File: config.mk
export PLATFORM = sky130hd
export DESIGN_NAME = shift_unit_flat
export DESIGN_NICKNAME = d
export VERILOG_FILES = /design/src/rtl/cpu_pkg.sv /design/src/rtl/shift_unit_if.sv /design/src/rtl/shift_stage.sv /design/src/rtl/shift_unit.sv /design/src/flat_wrapper.sv
export SDC_FILE = /design/constraint.sdc
export NUM_CORES = 1
export LEC_CHECK = 0
export CORE_MARGIN = 4
export CORE_UTILIZATION = 40
export DETAILED_ROUTE_END_ITERATION = 10
export MAX_ROUTING_LAYER = met4
export PLACE_DENSITY_LB_ADDON = 0.05
export SLEW_MARGIN = 5
export SYNTH_ARGS = -nofsm -noshare
export SYNTH_HDL_FRONTEND = slang
export SYNTH_HIERARCHICAL = 1
export SYNTH_SLANG_ARGS = --single-unit
File: constraint.sdc
create_clock -name clk -period 6.85 [get_ports clk]
set_clock_uncertainty 0.2 [all_clocks]
set_input_delay 0.685 -clock clk [delete_from_list [all_inputs] [get_ports clk]]
set_output_delay 0.685 -clock clk [all_outputs]
set_load 0.02 [all_outputs]
File: src/rtl/cpu_pkg.sv
// rtl/cpu_pkg.sv - shared execute-stage constants: shift modes and shift unit state encoding
package cpu_pkg;

  // Shift/rotate operation select
  localparam logic [1:0] SH_SLL  = 2'b00;
  localparam logic [1:0] SH_SRL  = 2'b01;
  localparam logic [1:0] SH_SRA  = 2'b10;
  localparam logic [1:0] SH_ROTR = 2'b11;

  // Shift unit controller states
  typedef enum logic [1:0] {
    SHU_IDLE  = 2'd0,
    SHU_SHIFT = 2'd1,
    SHU_DONE  = 2'd2
  } shu_state_e;

endpackage

File: src/rtl/shift_unit_if.sv
// rtl/shift_unit_if.sv - request/result bundle between issue logic and the shift unit
interface shift_unit_if #(
  parameter int WIDTH = 32,
  parameter int SA_W  = 5
);

  logic             start;
  logic [1:0]       mode;
  logic             sa_sel;
  logic [SA_W-1:0]  imm_sa;
  logic [WIDTH-1:0] reg_sa;
  logic [WIDTH-1:0] din;
  logic             busy;
  logic             done;
  logic [WIDTH-1:0] dout;

  // Issuing side: drives the request, observes status and result
  modport master (
    output start, mode, sa_sel, imm_sa, reg_sa, din,
    input  busy, done, dout
  );

  // Shift unit side
  modport slave (
    input  start, mode, sa_sel, imm_sa, reg_sa, din,
    output busy, done, dout
  );

endinterface

File: src/rtl/shift_stage.sv
// rtl/shift_stage.sv - one logarithmic barrel stage: shift/rotate by 2^k or pass through
module shift_stage
  import cpu_pkg::*;
#(
  parameter int WIDTH = 32,
  parameter int SA_W  = 5
) (
  input  logic [WIDTH-1:0] data_i,
  input  logic [1:0]       mode_i,
  input  logic [SA_W-1:0]  k_i,
  input  logic             en_i,
  input  logic             fill_i,
  output logic [WIDTH-1:0] data_o
);

  // Stage distance is 2^k; never exceeds WIDTH/2 since k < SA_W
  logic [SA_W:0]    shamt;
  logic [WIDTH-1:0] srl_val;
  logic [WIDTH-1:0] fill_mask;

  assign shamt     = (SA_W + 1)'(1) << k_i;
  assign srl_val   = data_i >> shamt;
  assign fill_mask = ~({WIDTH{1'b1}} >> shamt);

  // Select the stage result for the captured mode, or pass through when this sa bit is clear
  always_comb begin
    data_o = data_i;
    if (en_i) begin
      case (mode_i)
        SH_SLL:  data_o = data_i << shamt;
        SH_SRL:  data_o = srl_val;
        SH_SRA:  data_o = srl_val | (fill_i ? fill_mask : '0);
        default: data_o = srl_val | (data_i << (WIDTH - int'(shamt)));
      endcase
    end
  end

endmodule

File: src/rtl/shift_unit.sv
// rtl/shift_unit.sv - multi-cycle shift/rotate unit, one barrel stage resolved per clock
module shift_unit
  import cpu_pkg::*;
#(
  parameter int WIDTH = 32,
  parameter int SA_W  = 5
) (
  input  logic        clk,
  input  logic        rst_n,
  shift_unit_if.slave bus
);

  shu_state_e       state_q, state_d;
  logic [SA_W-1:0]  k_q, k_d;
  logic [SA_W-1:0]  sa_q, sa_d;
  logic [1:0]       mode_q, mode_d;
  logic [WIDTH-1:0] data_q, data_d;
  logic             fill_q, fill_d;
  logic [WIDTH-1:0] dout_q, dout_d;

  logic [SA_W-1:0]  sa_src;
  logic             stage_en;
  logic [WIDTH-1:0] stage_out;
  logic             capture;

  // Shift amount: instruction field or low bits of the register operand
  assign sa_src   = bus.sa_sel ? bus.reg_sa[SA_W-1:0] : bus.imm_sa;
  // Current stage is active only when the matching captured sa bit is set
  assign stage_en = |(sa_q & (SA_W'(1) << k_q));

  shift_stage #(
    .WIDTH (WIDTH),
    .SA_W  (SA_W)
  ) u_stage (
    .data_i (data_q),
    .mode_i (mode_q),
    .k_i    (k_q),
    .en_i   (stage_en),
    .fill_i (fill_q),
    .data_o (stage_out)
  );

  // Next-state logic: capture from IDLE or DONE, walk stages in SHIFT, publish result on entry to DONE
  always_comb begin
    state_d = state_q;
    k_d     = k_q;
    sa_d    = sa_q;
    mode_d  = mode_q;
    data_d  = data_q;
    fill_d  = fill_q;
    dout_d  = dout_q;
    capture = 1'b0;

    case (state_q)
      SHU_IDLE: begin
        capture = bus.start;
      end
      SHU_SHIFT: begin
        data_d = stage_out;
        k_d    = k_q + SA_W'(1);
        if (k_q == SA_W'(SA_W - 1)) begin
          state_d = SHU_DONE;
          dout_d  = stage_out;
          k_d     = '0;
        end
      end
      SHU_DONE: begin
        capture = bus.start;
        if (!bus.start) begin
          state_d = SHU_IDLE;
        end
      end
      default: begin
        state_d = SHU_IDLE;
      end
    endcase

    // Operands are sampled only here; later input changes are ignored
    if (capture) begin
      state_d = SHU_SHIFT;
      k_d     = '0;
      sa_d    = sa_src;
      mode_d  = bus.mode;
      data_d  = bus.din;
      fill_d  = bus.din[WIDTH-1];
    end
  end

  // State and datapath registers; reset aborts any request in flight
  always_ff @(posedge clk or negedge rst_n) begin
    if (!rst_n) begin
      state_q <= SHU_IDLE;
      k_q     <= '0;
      sa_q    <= '0;
      mode_q  <= '0;
      data_q  <= '0;
      fill_q  <= 1'b0;
      dout_q  <= '0;
    end else begin
      state_q <= state_d;
      k_q     <= k_d;
      sa_q    <= sa_d;
      mode_q  <= mode_d;
      data_q  <= data_d;
      fill_q  <= fill_d;
      dout_q  <= dout_d;
    end
  end

  assign bus.busy = (state_q == SHU_SHIFT);
  assign bus.done = (state_q == SHU_DONE);
  assign bus.dout = dout_q;

endmodule

File: src/flat_wrapper.sv
// flat-port wrapper written by rule: the top's interface ports become plain ports
module shift_unit_flat import cpu_pkg::*;
#(
  parameter int WIDTH = 32,
  parameter int SA_W  = 5
)
  (clk, rst_n, bus_start, bus_mode, bus_sa_sel, bus_imm_sa, bus_reg_sa, bus_din, bus_busy, bus_done, bus_dout);
  shift_unit_if #(.WIDTH(WIDTH), .SA_W(SA_W)) bus_i ();
  input  logic clk;
  input  logic rst_n;
  input wire logic [$bits(bus_i.start)-1:0] bus_start;
  input wire logic [$bits(bus_i.mode)-1:0] bus_mode;
  input wire logic [$bits(bus_i.sa_sel)-1:0] bus_sa_sel;
  input wire logic [$bits(bus_i.imm_sa)-1:0] bus_imm_sa;
  input wire logic [$bits(bus_i.reg_sa)-1:0] bus_reg_sa;
  input wire logic [$bits(bus_i.din)-1:0] bus_din;
  output wire logic [$bits(bus_i.busy)-1:0] bus_busy;
  output wire logic [$bits(bus_i.done)-1:0] bus_done;
  output wire logic [$bits(bus_i.dout)-1:0] bus_dout;
  assign bus_i.start = bus_start;
  assign bus_i.mode = bus_mode;
  assign bus_i.sa_sel = bus_sa_sel;
  assign bus_i.imm_sa = bus_imm_sa;
  assign bus_i.reg_sa = bus_reg_sa;
  assign bus_i.din = bus_din;
  assign bus_busy = bus_i.busy;
  assign bus_done = bus_i.done;
  assign bus_dout = bus_i.dout;
  shift_unit #(.WIDTH(WIDTH), .SA_W(SA_W)) u_core (.clk(clk), .rst_n(rst_n), .bus(bus_i));
endmodule
# Word level (Yosys, flattened, before mapping)
# Cells that the tools add are included.
# word_totals
memories	0
rom_bits	0
mem_bits_rw	0
latch_bits	0
elab_cells	48
input_bits	75
register_bits	79
# classes
shifts	6
n_div	0
n_reduce_logical	7
n_eq_ne	8
magnitude_cmp	0
bitwise	4
muxes	14
n_mul	0
n_addsub	2
# op_table
op	count
32-bit 2-to-1 mux	4
32-bit one-hot mux with 3 select lines	1
32-bit bitwise OR	2
32-bit NOT	1
32-bit by 32-bit << shifter with 32-bit output	1
32-bit by 6-bit << shifter with 32-bit output	1
32-bit by 6-bit right shift with 32-bit output	1
32-bit by 6-bit right shift with 32-bit output (first input constant)	1
5-bit 2-to-1 mux	4
6-bit by 6-bit subtractor with 7-bit output (first input constant)	1
2-bit 2-to-1 mux	3
2-bit one-hot mux with 3 select lines	1
1-bit by 5-bit << shifter with 6-bit output (first input constant)	1
5-bit by 1-bit adder with 5-bit output (second input constant)	1
5-bit bitwise AND	1
5-bit by 3-bit equality test with 1-bit output (second input constant)	1
5-bit OR reduction	1
1-bit by 5-bit << shifter with 5-bit output (first input constant)	1
2-bit by 1-bit equality test with 1-bit output (second input constant)	2
2-bit equality test (second input constant)	2
2-bit zero test	2
3-bit by 1-bit != test with 1-bit output (second input constant)	1
3-bit by 2-bit != test with 1-bit output (second input constant)	1
3-bit AND reduction	1
other kinds (5)	5

# Depth between registers and ports, before layout
# Gate-level depths: netlist of run 1.
# logic_depth
ltp_word	9
ltp_mapped	17

# Cells and area by module
# Netlist of run 1, hierarchy kept.
# modules_own_cells
mod	area_per_inst_um2	n_inst	seq_area_each_um2	cells_per_inst
shift_stage	5406.4	1	0.0	837
shift_unit	3488.3	1	1976.9	288

# Worst setup path after synthesis of run 1
# No wires, ideal clock.
# synth_path
path_kind	reg2reg
start	reg u_core.k_q[2]
end	reg u_core.dout_q[26], in the netlist u_core/bus.dout[26]
path_slack_ns	2.280
arrival_time_ns	4.245
n_path_buf	7
path_stages_with_launch	17
cell_sequence	dfrtp_1 > buf_2 > nor4b_2 > nand2_1 > clkbuf_1 > buf_1 > ha_1 > buf_2 > buf_1 > buf_1 > clkbuf_1 > mux4_2 > mux2i_1 > o211ai_1 > a211oi_1 > a21oi_1 > mux2_4
# synth_between
elab_chain_cells	7
elab_cells_between_ends	17
classes_between	add/sub (1); eq/ne (1); shift (6); mux (3); bitwise (4); reduce/logical (2)
# synth_lines
element	line_no	text
start: declaration	shift_unit.sv:14	logic [SA_W-1:0] k_q, k_d;
start signal: assignment	shift_unit.sv:101	k_q <= k_d;
parallel branches: the longest is 6 deep, another holds 6-bit by 6-bit subtractor with 7-bit output	-	
32-bit 2-to-1 mux *	shift_stage.sv:28	if (en_i) begin
named net u_core.stage_out[26]	shift_unit.sv:23	logic [WIDTH-1:0] stage_out;
end signal: assignment	shift_unit.sv:106	dout_q <= dout_d;
end: declaration	shift_unit.sv:19	logic [WIDTH-1:0] dout_q, dout_d;
# Mark *: on every way through the listed nets, which the timed path passes.
# A chain may end at the register's enable or synchronous reset.

# Worst setup path in the final report of run 1
# layout_path
start	reg u_core.k_q[3]
end	reg u_core.dout_q[17], in the netlist u_core/bus.dout[17]
# The elaborated chain is that of the path after synthesis.

==> results.yml, run 1 <==
setup_path:
  worst-path-max-fanout: 29
  worstSetupStartpointType: "flip-flop"
  worst-endpoint-required_ns: 6.90
  worstSetupEndpointType: "flip-flop"
  critical_path_arrival_ns: 5.14
  setup_crit_path_kind: "reg -> reg"
yosys:
  synth_simple_gate_area_share: 0.216
  ys_seq_elements: 79
  synth_enable_flop_cells: 0
  post_synth_fa_ha_maj_area_fraction: 0.00844
  synthDominantAreaCellType: "sky130_fd_sc_hd__dfrtp_1"
  yosysSeqAreaShare: 0.222
  synth-async-reset-ratio: 1.00
  synth_mux_area_frac: 0.159
  synth_cell_types: 97
  synth.yosys.warnings: 6
  syn-num-nets: 1206
  synth.avg_cell_area_um2: 7.91
  ys_dominant_reg_cell: "sky130_fd_sc_hd__dfrtp_1"
  syn_inst: 1125
  synth_top_family_by_area: "compound AO/OA/AOI/OAI gates"
  synth_top_cells_by_area: "sky130_fd_sc_hd__dfrtp_1 (22%), sky130_fd_sc_hd__mux4_2 (6.6%), sky130_fd_sc_hd__nand2_1 (5.4%)"
  synthesis.area_um2: 8890
  area_share_of_the_largest_cell_type_after_synthesis: 0.222
  post_synth_xor_area_fraction: 0.00197
  synth_compound_gate_area_share: 0.317
global_routing:
  grt_start_max_net_pins: 58
  grt_antenna_before_repair: 0
  global_route.usage.total: 0.367
  overflow: 0
  grt_pass1_wl_mm: 66.3
  via_count_of_the_first_global_routing_pass: 9643
clocking:
  clock_latency_on_the_worst_skew_pair_ns: 0.37
  htree_levels: 3
  clock-root-buffer: "sky130_fd_sc_hd__clkbuf_16"
  cts_buffer_depth: 2
  ctsResizeCount: 0
  postCtsSetupRepairBufs: 0
  clk_transition_reported_paths_ns: 0.07
  cts_tree: "done"
  count_of_clock_tree_sinks: 79
  numCtsBuffers: 9
  cts_hold_buf: 0
placement:
  placement.cell_area_um2: 9820
  gp_congestion: 1.07
  hpwl_detailed_mm: 31.6
  portBuffers: 81
drt:
  drc: 0
  dr.pass1.iters: 6
  detail_route.wirelength_mm: 45.1
  avgViaCountPerCell: 7.39
  route.antenna.remaining_nets: 0
  post_drt_wl_per_cell_um: 31.6
  routed-via-count: 10500
  detail_route.iter0.violations: 1575
cells_and_area:
  final-seq-area_um2: 1980
  antennaDiodeCount: 0
  syn2layout_area_growth_pct: 14.1
  total_number_of_nets_in_the_final_design: 1221
  num-fill-cells: 2195
  final_area_um2: 10200
  final_layout_size_suffix_gt1_frac: 0.150
  multi_input_area_um2: 6270
sta:
  final.hold.worst_slack_ns: 0.00437
  fin_crit_sh: 0.744
  final_max_slew_viol_count: 0
  final-setup-viol-count: 0
  worst_slew_pin_slew_ns: 1.15
  time_the_final_worst_path_needs_with_i_o_delays_and_setup_ns: 5.09
  max_slew_margin: 0.229
  rsz0062_at_grt: "false"
  max_clock_freq_mhz: 196
  timing.setup.tns_ns: 0
  hold_violations: 0
die:
  core-area_um2: 21800
  placement_rows: 54
  die_height_um: 157
  die_w_um: 157
  floorplan.initialDensity: 0.408
  floorplan.die_area_um2: 24700
  ioPinCount: 109
min_path:
  worstHoldPathType: "in -> async"
run:
  max-cap-violations: 0
status:
  outcome: "finished, final reports clean"
==> cells in the mapped netlist (7+ instances only) <==
library cell,n
sky130_fd_sc_hd__nand2_1,127
sky130_fd_sc_hd__nor2_1,93
sky130_fd_sc_hd__clkbuf_1,88
sky130_fd_sc_hd__a21oi_1,81
sky130_fd_sc_hd__dfrtp_1,79
sky130_fd_sc_hd__o21ai_0,73
sky130_fd_sc_hd__nand3_1,69
sky130_fd_sc_hd__a22oi_1,42
sky130_fd_sc_hd__nor3_1,35
sky130_fd_sc_hd__a31oi_1,34
sky130_fd_sc_hd__mux2_4,29
sky130_fd_sc_hd__mux2i_1,27
sky130_fd_sc_hd__mux4_2,26
sky130_fd_sc_hd__o211ai_1,20
sky130_fd_sc_hd__o22ai_1,15
sky130_fd_sc_hd__o221ai_1,13
sky130_fd_sc_hd__buf_2,12
sky130_fd_sc_hd__a211oi_1,11
sky130_fd_sc_hd__buf_1,11
sky130_fd_sc_hd__inv_1,11
sky130_fd_sc_hd__a211o_1,9
sky130_fd_sc_hd__mux2_2,9
sky130_fd_sc_hd__a2111oi_0,8
sky130_fd_sc_hd__o22a_1,8
sky130_fd_sc_hd__or3_1,8
sky130_fd_sc_hd__nand2b_1,7
sky130_fd_sc_hd__o2111ai_1,7
==> worst max-delay path, stage by stage (launching register included) <==
cell and delay, ns:
sky130_fd_sc_hd__dfrtp_1 0.67, sky130_fd_sc_hd__nor4_4 0.37, sky130_fd_sc_hd__buf_4 0.35, sky130_fd_sc_hd__nand2_4 0.31, sky130_fd_sc_hd__ha_1 0.47, sky130_fd_sc_hd__nor4_4 0.69
sky130_fd_sc_hd__nor2_1 0.31, sky130_fd_sc_hd__nand2_1 0.42, sky130_fd_sc_hd__nor2_1 0.08, sky130_fd_sc_hd__or4_1 0.52, sky130_fd_sc_hd__o22a_1 0.27, sky130_fd_sc_hd__mux2_4 0.29
==> through the flow <==
stage / setup WS, ns / std cells / util
after floorplan: 2.28 / 1125 / -
after global placement: 2.03 / 1409 / 0.450
after detailed placement: 2.01 / 1409 / 0.450
after CTS: 1.98 / 1425 / 0.465
after global routing: 1.69 / 1425 / 0.465
final: 1.76 / 1425 / 0.465
==> sequential cells by signal, summed over array words and instances (netlist names) <==
signal / cells
u_core/bus.dout: 32
u_core/state_q: 2
u_core/k_q: 5
u_core/fill_q: 1
u_core/sa_q: 5
u_core/mode_q: 2
u_core/data_q: 32
==> final cells by class <==
class / count / share of cell area
inverters: 19 / 0.00727
clock inverters: 7 / 0.0107
clock buffers: 9 / 0.0222
multi-input cells: 905 / 0.618
repair buffers: 126 / 0.113
well taps: 280 / 0.0345
flip-flops and latches: 79 / 0.195
==> path summary, 6_finish.rpt <==
kind / slack [ns] / endpoint / start / depth (start not counted)
setup reg to reg: 1.76 / u_core/bus.dout[17] / u_core/k_q[3] / 11
setup / recovery: 1.76 / u_core/bus.dout[17] / u_core/k_q[3] / 11
min in group clk: 0.28 / u_core/fill_q / u_core/fill_q / 2
max in group asynchronous: 5.37 / u_core/k_q[0] / rst_n / 2
hold reg to reg: 0.28 / u_core/fill_q / u_core/fill_q / 2
hold / removal: 0.004 / u_core/bus.dout[16] / rst_n / 1
==> layout by cell type (no fill, tap or decap), types with 11 or more instances in the layout <==
master,count
sky130_fd_sc_hd__dfrtp_1,78
sky130_fd_sc_hd__nand3_1,69
sky130_fd_sc_hd__a22oi_1,42
sky130_fd_sc_hd__o22ai_1,15
sky130_fd_sc_hd__o211ai_1,20
sky130_fd_sc_hd__buf_4,46
sky130_fd_sc_hd__inv_1,11
sky130_fd_sc_hd__a21oi_1,81
sky130_fd_sc_hd__nor2_1,93
sky130_fd_sc_hd__a211oi_1,11
sky130_fd_sc_hd__mux2_4,29
sky130_fd_sc_hd__mux2i_1,27
sky130_fd_sc_hd__nor3_1,35
sky130_fd_sc_hd__a31oi_1,34
sky130_fd_sc_hd__mux4_2,26
sky130_fd_sc_hd__nand2_1,127
sky130_fd_sc_hd__o21ai_0,73
sky130_fd_sc_hd__clkdlybuf4s50_1,80
sky130_fd_sc_hd__o221ai_1,13
==> metal layers <==
| metal | global-route usage | vias to the layer above | routed length, um |
|---|---|---|---|
| met3 | 0.0907 | 171 | 5670 |
| met4 | 0.163 | 0 | 2520 |
| met5 | - | - | 0 |
| met1 | 0.498 | 5055 | 18200 |
| li1 | - | 4379 | - |
| met2 | 0.518 | 922 | 18700 |
==> logic make-up (layout without fill, tap and decap cells) <==
logic type / after synthesis / in the layout
compound gates: 409 / 409
xor+xnor: 2 / 2
fa+ha+maj: 6 / 6
buf+inv: 141 / 161
flops: 79 / 79
mux: 92 / 92
simple gates: 396 / 396
Power of run 1 is left out: the tool's default activity adds up to more than one toggle a clock period on the data nets, which glitch-free logic cannot reach.
==> run 2, diff against run 1 <==
==> constraint.sdc (replaced) <==
create_clock -name clk -period 4.9 [get_ports clk]
set_clock_uncertainty 0.2 [all_clocks]
set_input_delay 0.49 -clock clk [delete_from_list [all_inputs] [get_ports clk]]
set_output_delay 0.49 -clock clk [all_outputs]
set_load 0.02 [all_outputs]
==> run 2 against run 1 <==
Setup slack lost 1.1 ns; sequential share of layout area down 0.34 points; fmax up 19%; hold slack better by 0.29 ns; register-to-register slack lost 1.1 ns; highest routed layer unchanged.
==> results.yml, run 2 (synthesized netlist as in run 1, its figures left out) <==
clocking:
  postCtsSetupRepairBufs: 0
  htree_levels: 3
  cts_tree: "done"
  count_of_clock_tree_sinks: 79
  clk_transition_reported_paths_ns: 0.07
  cts_buffer_depth: 2
  ctsResizeCount: 0
  numCtsBuffers: 9
  clock-root-buffer: "sky130_fd_sc_hd__clkbuf_16"
  cts_hold_buf: 1
  clock_latency_on_the_worst_skew_pair_ns: 0.36
sta:
  timing.setup.tns_ns: 0
  max_clock_freq_mhz: 233
  time_the_final_worst_path_needs_with_i_o_delays_and_setup_ns: 4.29
  hold_violations: 0
  max_slew_margin: 0.136
  final_max_slew_viol_count: 0
  final-setup-viol-count: 0
  rsz0062_at_grt: "false"
  worst_slew_pin_slew_ns: 1.29
  fin_crit_sh: 0.875
cells_and_area:
  num-fill-cells: 2225
  final_cell_mix: "sky130_fd_sc_hd__nand2_1 (127), sky130_fd_sc_hd__nor2_1 (93), sky130_fd_sc_hd__a21oi_1 (81)"
  final_common_cell: "sky130_fd_sc_hd__nand2_1"
  multi_input_area_um2: 6270
  syn2layout_area_growth_pct: 16.2
  final-seq-area_um2: 1980
  final_layout_size_suffix_gt1_frac: 0.165
  total_number_of_nets_in_the_final_design: 1244
drt:
  dr.pass1.iters: 6
  detail_route.wirelength_mm: 45.8
  drc: 0
  detail_route.iter0.violations: 1730
  route.antenna.remaining_nets: 0
  avgViaCountPerCell: 7.26
  post_drt_wl_per_cell_um: 31.6
  routed-via-count: 10500
die:
  placement_rows: 54
  die_height_um: 157
  floorplan.die_area_um2: 24700
  die_w_um: 157
  ioPinCount: 109
  floorplan.initialDensity: 0.408
  core-area_um2: 21800
global_routing:
  overflow: 0
  global_route.usage.total: 0.375
  via_count_of_the_first_global_routing_pass: 9994
  grt_pass1_wl_mm: 67.1
  grt_start_max_net_pins: 52
  grt_antenna_before_repair: 2
placement:
  gp_congestion: 1.07
  hpwl_detailed_mm: 33.0
  portBuffers: 81
setup_path:
  cp_cell_sequence: "nor4b_2 > nand2_1 > ha_1 > clkinv_1 > o32ai_1 > mux4_2 > a21oi_1 > o41ai_1 > a22oi_1 > nand2_1"
  path_common_cell: "sky130_fd_sc_hd__nand2_1"
  setup_crit_path_kind: "reg -> reg"
  critical_path.slowest_cell: "sky130_fd_sc_hd__o32ai_1"
  critical_path_arrival_ns: 4.38
  crit_buf_inv: 1
  worst-endpoint-required_ns: 5.00
  regToRegEndpoint: "u_core/data_q[30]"
  critPathMaxStageDelay_ns: 0.71
  worst-path-max-fanout: 15
  reg2reg_setup_slack_ns: 0.61
  worstSetupEndpointType: "flip-flop"
  rr_worst_depth: 10
  worstSetupStartpointType: "flip-flop"
  crit_family: "compound AO/OA/AOI/OAI gates"
  regToRegStartpoint: "u_core/k_q[3]"
min_path:
  worst_hold_path.num_cells: 2
  worstHoldPathType: "reg -> reg"
  hold_path_startpoint: "u_core/sa_q[2]"
  holdPathEnd: "u_core/sa_q[2]"
run:
  max-cap-violations: 0
status:
  outcome: "finished, final reports clean"
-- run 2: changes by cell type in the layout (fill, tap and decap cells not counted), sizes merged --
cell,change
clkinvlp,+1
inv,-1
bufinv,-1
buf,+22
diode,+1
clkbuf,+1
dlygate4sd3,+1
-- run 2: worst min-delay path: cells and delay by family, from the launching register on --
family,cells,cell delay (ns)
flip-flops,1,0.35
AND/OR/NAND/NOR,1,0.05
AO/OA/AOI/OAI,1,0.06
-- run 2: stage by stage --
stage / setup slack (ns) / hold slack (ns) / cells / utilization / instance area, um2
global placement: 0.749 / 0.259 / 1431 / 0.458 / 10000
finish: 0.614 / 0.290 / 1449 / 0.473 / 10300
global route: 0.369 / 0.316 / 1449 / 0.473 / 10300
CTS: 0.736 / 0.298 / 1448 / 0.473 / 10300
detailed placement: 0.738 / 0.282 / 1431 / 0.458 / 10000
floorplan: 0.330 / -0.00559 / 1125 / - / 8890
-- run 2: worst max-delay path by stage --
| stage | startpoint | to | cells after the start |
|---|---|---|---|
| after floorplan | u_core/k_q[2] | u_core/bus.dout[26] | 16 |
| after global placement | u_core/k_q[2] | u_core/data_q[5] | 9 |
| after detailed placement | u_core/k_q[3] | u_core/data_q[20] | 12 |
| after CTS | u_core/k_q[3] | u_core/data_q[20] | 12 |
| after global routing | u_core/k_q[3] | u_core/data_q[20] | 12 |
| final | u_core/k_q[3] | u_core/data_q[30] | 10 |
-- run 2: final cells by class --
cell class | count | share of cell area
Multi-Input combinational cell | 905 | 0.607
Clock inverter | 6 | 0.00727
Inverter | 19 | 0.00714
Antenna cell | 1 | 0.000242
Sequential cell | 79 | 0.191
Tap cell | 280 | 0.0339
Timing Repair Buffer | 149 | 0.130
Clock buffer | 10 | 0.0231
-- run 2: per-layer routing --
layer	wire length [um]	vias up	share of wire	global-route usage
met2	19000	864	0.41	0.514
met1	18400	5064	0.40	0.496
li1	-	4407	-	-
met4	3030	0	0.066	0.206
met5	0	-	0	-
met3	5380	178	0.12	0.106
Power of run 2 is left out for the same reason.
==> run 3, diff against run 2 <==
--- a/config.mk
+++ b/config.mk
@@ -5,11 +5,11 @@
 export SDC_FILE = /design/constraint.sdc
 export NUM_CORES = 1
 export LEC_CHECK = 0
-export CORE_MARGIN = 4
 export CORE_UTILIZATION = 40
 export DETAILED_ROUTE_END_ITERATION = 10
 export MAX_ROUTING_LAYER = met4
 export PLACE_DENSITY_LB_ADDON = 0.05
+export SKIP_CTS_REPAIR_TIMING = 1
 export SLEW_MARGIN = 5
 export SYNTH_ARGS = -nofsm -noshare
 export SYNTH_HDL_FRONTEND = slang
==> run 3 against run 2 <==
Final area down 0.24%; setup slack got worse by 0.0068 ns; first-iteration DRC count rose by 0.29%; cell count is 0.35% lower; clock-buffer cell count unchanged; largest cell class unchanged.
==> results.yml, run 3 (synthesized netlist as in run 1, its figures left out) <==
setup_path:
  crit_buf_inv: 0
  path_common_cell: "sky130_fd_sc_hd__nand2_1"
  worst-path-max-fanout: 12
  worst-path-stages: 11
  setup_crit_path_kind: "reg -> reg"
  rr_worst_depth: 11
  worstSetupStartpointType: "flip-flop"
  critical_path.slowest_cell: "sky130_fd_sc_hd__o41ai_1"
  worstSetupEndpointType: "flip-flop"
  worst-endpoint-required_ns: 4.99
  critPathMaxStageDelay_ns: 0.66
  critical_path_arrival_ns: 4.38
  crit_family: "simple AND/OR/NAND/NOR gates"
  cp_cell_sequence: "nor4b_2 > nand2_1 > ha_1 > and3_1 > a31oi_1 > nand3_1 > mux4_2 > a21oi_1 > o41ai_1 > a22oi_1 > nand2_1"
min_path:
  worstHoldPathType: "reg -> reg"
  worst_hold_path.num_cells: 2
global_routing:
  grt_start_max_net_pins: 52
  grt_antenna_before_repair: 1
  grt_pass1_wl_mm: 66.6
  via_count_of_the_first_global_routing_pass: 9852
  global_route.usage.total: 0.414
  overflow: 0
die:
  ioPinCount: 109
  floorplan.initialDensity: 0.408
  die_height_um: 151
  floorplan.die_area_um2: 22800
  placement_rows: 54
  die_w_um: 151
  core-area_um2: 21800
cells_and_area:
  final_layout_size_suffix_gt1_frac: 0.162
  final_cell_mix: "sky130_fd_sc_hd__nand2_1 (127), sky130_fd_sc_hd__nor2_1 (93), sky130_fd_sc_hd__a21oi_1 (81)"
  num-fill-cells: 2215
  final_common_cell: "sky130_fd_sc_hd__nand2_1"
  syn2layout_area_growth_pct: 15.9
  total_number_of_nets_in_the_final_design: 1239
status:
  outcome: "finished, final reports clean"
run:
  max-cap-violations: 0
drt:
  detail_route.wirelength_mm: 45.4
  dr.pass1.iters: 6
  drc: 0
  avgViaCountPerCell: 7.29
  post_drt_wl_per_cell_um: 31.4
  route.antenna.remaining_nets: 0
  detail_route.iter0.violations: 1735
  routed-via-count: 10500
placement:
  portBuffers: 81
  hpwl_detailed_mm: 32.4
  gp_congestion: 1.08
sta:
  max_slew_margin: 0.220
  timing.setup.tns_ns: 0
  hold_violations: 0
  max_clock_freq_mhz: 233
  final_max_slew_viol_count: 0
  final-setup-viol-count: 0
  fin_crit_sh: 0.876
  time_the_final_worst_path_needs_with_i_o_delays_and_setup_ns: 4.29
  worst_slew_pin_slew_ns: 1.17
  rsz0062_at_grt: "false"
clocking:
  clock_latency_on_the_worst_skew_pair_ns: 0.35
  numCtsBuffers: 9
  clock-root-buffer: "sky130_fd_sc_hd__clkbuf_16"
  htree_levels: 3
  count_of_clock_tree_sinks: 79
  cts_buffer_depth: 2
  cts_tree: "done"
  clk_transition_reported_paths_ns: 0.07
-- run 3: changes by cell type in the layout (fill, tap and decap cells not counted), sizes merged --
cell / before / now
buf: 68 / 63
clkinv: 2 / 4
inv: 21 / 19
bufinv: 1 / 2
clkinvlp: 1 / 0
-- run 3: final cells by class --
type	count	area, um2	area share
clock inverter	6	93.8	0.00910
multi-input combinational	905	6270	0.608
sequential	79	1980	0.192
tap	280	350	0.0340
clock buffer	10	229	0.0222
antenna	1	2.50	0.000243
inverter	19	73.8	0.00716
timing repair buffer	144	1310	0.127
-- run 3: path summary, 6_finish.rpt --
| kind | from | end | slack [ns] |
|---|---|---|---|
| hold reg to reg | u_core/fill_q | u_core/fill_q | 0.28 |
| hold / removal | u_core/fill_q | u_core/fill_q | 0.28 |
| setup / recovery | u_core/k_q[4] | u_core/data_q[30] | 0.61 |
| setup reg to reg | u_core/k_q[4] | u_core/data_q[30] | 0.61 |
| max in group asynchronous | rst_n | u_core/k_q[0] | 3.08 |
| min in group asynchronous | rst_n | u_core/bus.dout[28] | 0.43 |
-- run 3: stage by stage --
stage          cells  hold slack (ns)  utilization  instance area (um2)  setup slack [ns]
2_1_floorplan   1125         -0.00559            -                 8890             0.330
3_3_place_gp    1426            0.260        0.457                 9970             0.826
3_5_place_dp    1426            0.267        0.457                 9970             0.784
4_1_cts         1442           -0.106        0.472                10300             0.754
5_1_grt         1444            0.302        0.472                10300             0.404
6_report        1444            0.280        0.472                10300             0.607
-- run 3: routing by layer --
metal,GRT usage,vias up,wire [um]
li1,-,4394,-
met3,0.111,196,5670
met5,-,-,0
met1,0.545,5062,18000
met2,0.570,868,18800
met4,0.230,0,2920
-- run 3: tightest hold or removal path, cell delays in order (launching register included) --
cell and delay (ns):
sky130_fd_sc_hd__dfrtp_1 0.34, sky130_fd_sc_hd__nand2_1 0.05, sky130_fd_sc_hd__nand2_1 0.06
Power of run 3 is left out for the same reason.
